`config.mk`:
```
export PLATFORM = sky130hd
export DESIGN_NAME = alu_flat
export DESIGN_NICKNAME = d
export VERILOG_FILES = /design/src/rtl/alu_pkg.sv /design/src/rtl/alu_if.sv /design/src/rtl/alu_shifter.sv /design/src/rtl/alu.sv /design/src/flat_wrapper.sv
export SDC_FILE = /design/constraint.sdc
export NUM_CORES = 2
export LEC_CHECK = 0
export BUFFER_PORTS_ARGS = -buffer_cell sky130_fd_sc_hd__buf_2
export CAP_MARGIN = 20
export CORE_UTILIZATION = 50
export CTS_CLUSTER_DIAMETER = 40
export DETAILED_ROUTE_END_ITERATION = 12
export PLACE_DENSITY = 0.64
export SLEW_MARGIN = 0
export SYNTH_ARGS = -nofsm -noshare
export SYNTH_HDL_FRONTEND = slang
export SYNTH_SLANG_ARGS = --single-unit
```
`constraint.sdc`:
```
create_clock -name clk -period 10.6 [get_ports clk]
set_input_delay 2.65 -clock clk [delete_from_list [all_inputs] [get_ports clk]]
set_output_delay 2.65 -clock clk [all_outputs]
set_load 0.05 [all_outputs]
```
`src/rtl/alu_pkg.sv`:
```
// Shared ALU constants: datapath width, opcode encodings,
// shifter modes and a bit-reverse helper.
package alu_pkg;

   localparam int unsigned XLEN = 32;

   localparam logic [4:0] OP_NOP   = 5'h00;
   localparam logic [4:0] OP_ADD   = 5'h01;
   localparam logic [4:0] OP_SUB   = 5'h02;
   localparam logic [4:0] OP_MUL   = 5'h03;
   localparam logic [4:0] OP_AND   = 5'h04;
   localparam logic [4:0] OP_OR    = 5'h05;
   localparam logic [4:0] OP_XOR   = 5'h06;
   localparam logic [4:0] OP_SLL   = 5'h07;
   localparam logic [4:0] OP_SRA   = 5'h08;
   localparam logic [4:0] OP_SRL   = 5'h09;
   localparam logic [4:0] OP_SLT   = 5'h0A;
   localparam logic [4:0] OP_SLTU  = 5'h0B;
   localparam logic [4:0] OP_BEQ   = 5'h0C;
   localparam logic [4:0] OP_BNE   = 5'h0D;
   localparam logic [4:0] OP_BLT   = 5'h0E;
   localparam logic [4:0] OP_BGE   = 5'h0F;
   localparam logic [4:0] OP_BLTU  = 5'h10;
   localparam logic [4:0] OP_BGEU  = 5'h11;
   localparam logic [4:0] OP_SLLI  = 5'h12;
   localparam logic [4:0] OP_SRLI  = 5'h13;
   localparam logic [4:0] OP_SRAI  = 5'h14;
   localparam logic [4:0] OP_LUI   = 5'h15;
   localparam logic [4:0] OP_AUIPC = 5'h16;

   typedef enum logic [1:0] {
      SH_LL = 2'd0,
      SH_RL = 2'd1,
      SH_RA = 2'd2
   } shift_mode_e;

   function automatic logic [XLEN-1:0] bit_rev(
      input logic [XLEN-1:0] x
   );
      logic [XLEN-1:0] r;
      for (int i = 0; i < int'(XLEN); i++) begin
         r[i] = x[XLEN-1-i];
      end
      return r;
   endfunction

endpackage

```
`src/rtl/alu_if.sv`:
```
// Operand/select inputs and registered result/flag
// of the execute-stage ALU.
interface alu_if;
   import alu_pkg::*;

   logic [XLEN-1:0] A;
   logic [XLEN-1:0] B;
   logic [4:0]      S;
   logic [XLEN-1:0] Q;
   logic            CMP;

   modport master (
      output A, B, S,
      input  Q, CMP
   );

   modport slave (
      input  A, B, S,
      output Q, CMP
   );

endinterface

```
`src/rtl/alu_shifter.sv`:
```
// Combinational 32-bit barrel shifter: left, logical
// right and arithmetic right by a 5-bit amount.
module alu_shifter
   import alu_pkg::*;
(
   input  logic [XLEN-1:0] a_i,
   input  logic [4:0]      shamt_i,
   input  shift_mode_e     mode_i,
   output logic [XLEN-1:0] y_o
);

   logic            left;
   logic            fill;
   logic [XLEN-1:0] st [6];

   // left shifts reuse the right-shift network on reversed data
   assign left  = (mode_i == SH_LL);
   assign fill  = (mode_i == SH_RA) & a_i[XLEN-1];
   assign st[0] = left ? bit_rev(a_i) : a_i;

   for (genvar i = 0; i < 5; i++) begin : g_stage
      localparam int N = 1 << i;
      assign st[i+1] = shamt_i[i]
         ? {{N{fill}}, st[i][XLEN-1:N]}
         : st[i];
   end

   assign y_o = left ? bit_rev(st[5]) : st[5];

endmodule

```
`src/rtl/alu.sv`:
```
// RV32I+MUL execute-stage ALU with registered
// result and compare/branch flag.
module alu
   import alu_pkg::*;
(
   input  logic  clk,
   input  logic  rst,
   alu_if.slave  io
);

   logic [XLEN-1:0] sum;
   logic [XLEN-1:0] diff;
   logic [XLEN-1:0] prod;
   logic [XLEN-1:0] shres;
   logic            lt_s;
   logic            lt_u;
   logic            eq;
   shift_mode_e     shmode;

   logic [XLEN-1:0] q_d, q_q;
   logic            cmp_d, cmp_q;

   assign sum  = io.A + io.B;
   assign diff = io.A - io.B;
   assign prod = io.A * io.B;
   assign lt_s = $signed(io.A) < $signed(io.B);
   assign lt_u = io.A < io.B;
   assign eq   = io.A == io.B;

   always_comb begin
      shmode = SH_LL;
      unique case (io.S)
         OP_SRA, OP_SRAI: shmode = SH_RA;
         OP_SRL, OP_SRLI: shmode = SH_RL;
         default:         shmode = SH_LL;
      endcase
   end

   alu_shifter u_shifter (
      .a_i     (io.A),
      .shamt_i (io.B[4:0]),
      .mode_i  (shmode),
      .y_o     (shres)
   );

   always_comb begin
      q_d   = '0;
      cmp_d = 1'b0;
      unique case (io.S)
         OP_ADD:   q_d = sum;
         OP_SUB:   q_d = diff;
         OP_MUL:   q_d = prod;
         OP_AND:   q_d = io.A & io.B;
         OP_OR:    q_d = io.A | io.B;
         OP_XOR:   q_d = io.A ^ io.B;
         OP_SLL,
         OP_SLLI,
         OP_SRA,
         OP_SRAI,
         OP_SRL,
         OP_SRLI:  q_d = shres;
         OP_SLT: begin
            q_d   = {{(XLEN-1){1'b0}}, lt_s};
            cmp_d = lt_s;
         end
         OP_SLTU: begin
            q_d   = {{(XLEN-1){1'b0}}, lt_u};
            cmp_d = lt_u;
         end
         OP_BEQ:   cmp_d = eq;
         OP_BNE:   cmp_d = ~eq;
         OP_BLT:   cmp_d = lt_s;
         OP_BGE:   cmp_d = ~lt_s;
         OP_BLTU:  cmp_d = lt_u;
         OP_BGEU:  cmp_d = ~lt_u;
         OP_LUI:   q_d = io.B;
         OP_AUIPC: q_d = sum;
         default: begin
            q_d   = '0;
            cmp_d = 1'b0;
         end
      endcase
   end

   always_ff @(posedge clk) begin
      if (rst) begin
         q_q   <= '0;
         cmp_q <= 1'b0;
      end else begin
         q_q   <= q_d;
         cmp_q <= cmp_d;
      end
   end

   assign io.Q   = q_q;
   assign io.CMP = cmp_q;

endmodule

```
`src/flat_wrapper.sv`:
```
// flat-port wrapper written by rule: the top's interface ports become plain ports
module alu_flat import alu_pkg::*;
  (clk, rst, io_A, io_B, io_S, io_Q, io_CMP);
  alu_if io_i ();
  input  logic clk;
  input  logic rst;
  input wire logic [$bits(io_i.A)-1:0] io_A;
  input wire logic [$bits(io_i.B)-1:0] io_B;
  input wire logic [$bits(io_i.S)-1:0] io_S;
  output wire logic [$bits(io_i.Q)-1:0] io_Q;
  output wire logic [$bits(io_i.CMP)-1:0] io_CMP;
  assign io_i.A = io_A;
  assign io_i.B = io_B;
  assign io_i.S = io_S;
  assign io_Q = io_i.Q;
  assign io_CMP = io_i.CMP;
  alu u_core (.clk(clk), .rst(rst), .io(io_i));
endmodule
```
==> results.json <==
{
  "ios": 104,
  "synth_nets": 3846,
  "cts_sinks": 33,
  "setup_tns_ns": 0,
  "cpPeakStageDelay_ns": 0.69,
  "synth_largest_area_cell": "fa_1",
  "end_kind": "register",
  "nNetsFinal": 3894,
  "synth_edf_count": 0,
  "grt.total_usage": 0.480,
  "drv_cap": 0,
  "clk_pin_slew_ns": 0.06,
  "dieArea_um2": 50100,
  "synthFlopType": "dfxtp_1",
  "grt-ovfl-total": 0,
  "required_ns": 10.75,
  "grt_max_degree": 43,
  "clockBufferDepth": 2,
  "setup_viol": 0,
  "cts-resized-gates": 0,
  "drc_errors": 0,
  "period_share": 0.955,
  "synth_cell_types": 82,
  "worstPathBufferInverterCount": 6,
  "die_width_um": 224,
  "h-tree-depth": 2,
  "hold_viol_final": 0,
  "antenna_found_initial": 3,
  "cts_hold_buf": 0,
  "viasPerCell": 6.59,
  "dp_hpwl_um": 95300,
  "synth-seq-cells": 33,
  "slowest_stage": "inv_1",
  "grt_pass1_wl_um": 172000,
  "synth.area.top_cells": "fa_1, ha_1, inv_1",
  "grt_setup_unrepaired": "false",
  "coreArea_um2": 48100,
  "drt_iter0_drc": 3762,
  "ys_seq_area_frac": 0.0269,
  "cts_tree": "yes",
  "worstSetupEndpoint": "u_core.io.Q[31]",
  "drive_gt1_frac": 0.103,
  "grt_pass1_vias": 25400,
  "syn_area_um2": 24600,
  "cts_setup_buffers": 0,
  "final_common_cell": "inv_1",
  "antenna_left": 0,
  "seq_area_um2": 661,
  "crit_start": "io_B[6]",
  "fmax_mhz": 98.8,
  "rows": 80,
  "utilization": 0.549,
  "gp_congestion": 1.06,
  "final_cell_mix": "inv_1, nor2_1, fa_1",
  "worstSetupPathType": "input pin to register",
  "worst_pin_slew_ns": 1.26,
  "wirelength_um": 119000,
  "crit_top_cell": "fa_1",
  "syn_inst": 3146,
  "path_max_fanout": 10,
  "die_y_um": 224,
  "fillers": 4621,
  "outcome": "finished clean",
  "relSlewSlack": 0.152,
  "hp-class": "input pin to register",
  "initial_core_util": 0.511,
  "cpLargestDelayFamily": "adder cells",
  "multiInputGateArea_um2": 21300,
  "hold_ws_ns": 2.79,
  "wire_per_inst_um": 31.0,
  "cts-root-buf": "clkbuf_16",
  "firstDrtPassIters": 5,
  "portBuffers": 103,
  "dr_total_vias": 25400,
  "cts_buffers": 5,
  "yosys.area.top_type_share": 0.334,
  "final_max_slew_viol_count": 0,
  "postSynthAreaPerCell_um2": 7.82,
  "cp.arrival_ns": 10.27,
  "cp.depth": 26,
  "areaGrowthSynthToFinish_pct": 7.51,
  "startpoint_type": "input pin",
  "synth_warnings": 0,
  "synth-async-reset-ratio": 0,
  "timing.final.crit_period_ns": 10.12
}
-- logic make-up (layout without fill, tap and decap cells) --
| logic type | after synthesis | in the layout | synth area share |
|---|---|---|---|
| adders and majority gates | 629 | 629 | 0.445 |
| other | 0 | 2 | 0 |
| muxes | 66 | 66 | 0.0377 |
| DFF | 33 | 33 | 0.0269 |
| and+or+nand+nor | 978 | 978 | 0.170 |
| xor gates and xnor gates | 99 | 99 | 0.0352 |
| AOI/OAI and AO/OA | 645 | 645 | 0.177 |
| buffers and inverters | 696 | 745 | 0.108 |
-- through the flow --
| step | cell area (µm²) | std cells | setup slack [ns] |
|---|---|---|---|
| after floorplan | 24600 | 3146 | 0.675 |
| after global routing | 26400 | 3851 | 0.230 |
| after CTS | 26400 | 3851 | 0.663 |
| final | 26400 | 3853 | 0.478 |
| after detailed placement | 26300 | 3843 | 0.389 |
| after global placement | 26300 | 3843 | 0.361 |
-- cell type report --
| cell class | instances | area share |
|---|---|---|
| Multi-Input combinational cell | 2417 | 0.806 |
| Inverter | 480 | 0.0681 |
| Timing Repair Buffer | 257 | 0.0647 |
| Tap cell | 656 | 0.0310 |
| Sequential cell | 33 | 0.0250 |
| Clock buffer | 5 | 0.00473 |
| Clock inverter | 3 | 0.000662 |
| Antenna cell | 2 | 0.000189 |
-- sequential cells by signal (all words and copies together) (netlist names) --
register	flops
u_core.io.CMP	1
u_core.io.Q	32
-- worst min-delay path by stage --
stage	from	to	slack, ns	cells after the start
after floorplan	rst	u_core.io.CMP	2.87	2
after global placement	rst	u_core.io.CMP	3.06	3
after detailed placement	rst	u_core.io.CMP	3.07	3
after CTS	rst	u_core.io.CMP	2.78	3
after global routing	rst	u_core.io.CMP	2.79	3
final	rst	u_core.io.CMP	2.79	3
-- per-layer routing --
metal	global-route usage	share of wire	up-vias
met5	0	0.000084	-
met3	0.152	0.14	512
met2	0.687	0.40	1991
met4	0.307	0.083	2
li1	-	-	10400
met1	0.624	0.37	12400
-- synthesized netlist by cell type (all sizes together), types with 14 or more instances --
master  count
o22ai      33
mux2i      36
a22oi      17
dfxtp      33
o21a       20
fa        410
a31oi      34
a21oi     166
inv       472
clkbuf    165
buf        51
nand2b     19
a211oi     29
o211ai     33
nand2     330
ha        219
nor3       36
nand3      28
nor2      445
nor2b      23
xor2       27
a221o      14
nor4       17
xnor2      72
o221ai     17
o21ai     103
a221oi     28
mux4       20
a21o       28
Power is left out: the tool's default activity adds up to more than one toggle a clock period on the data nets, which glitch-free logic cannot reach.
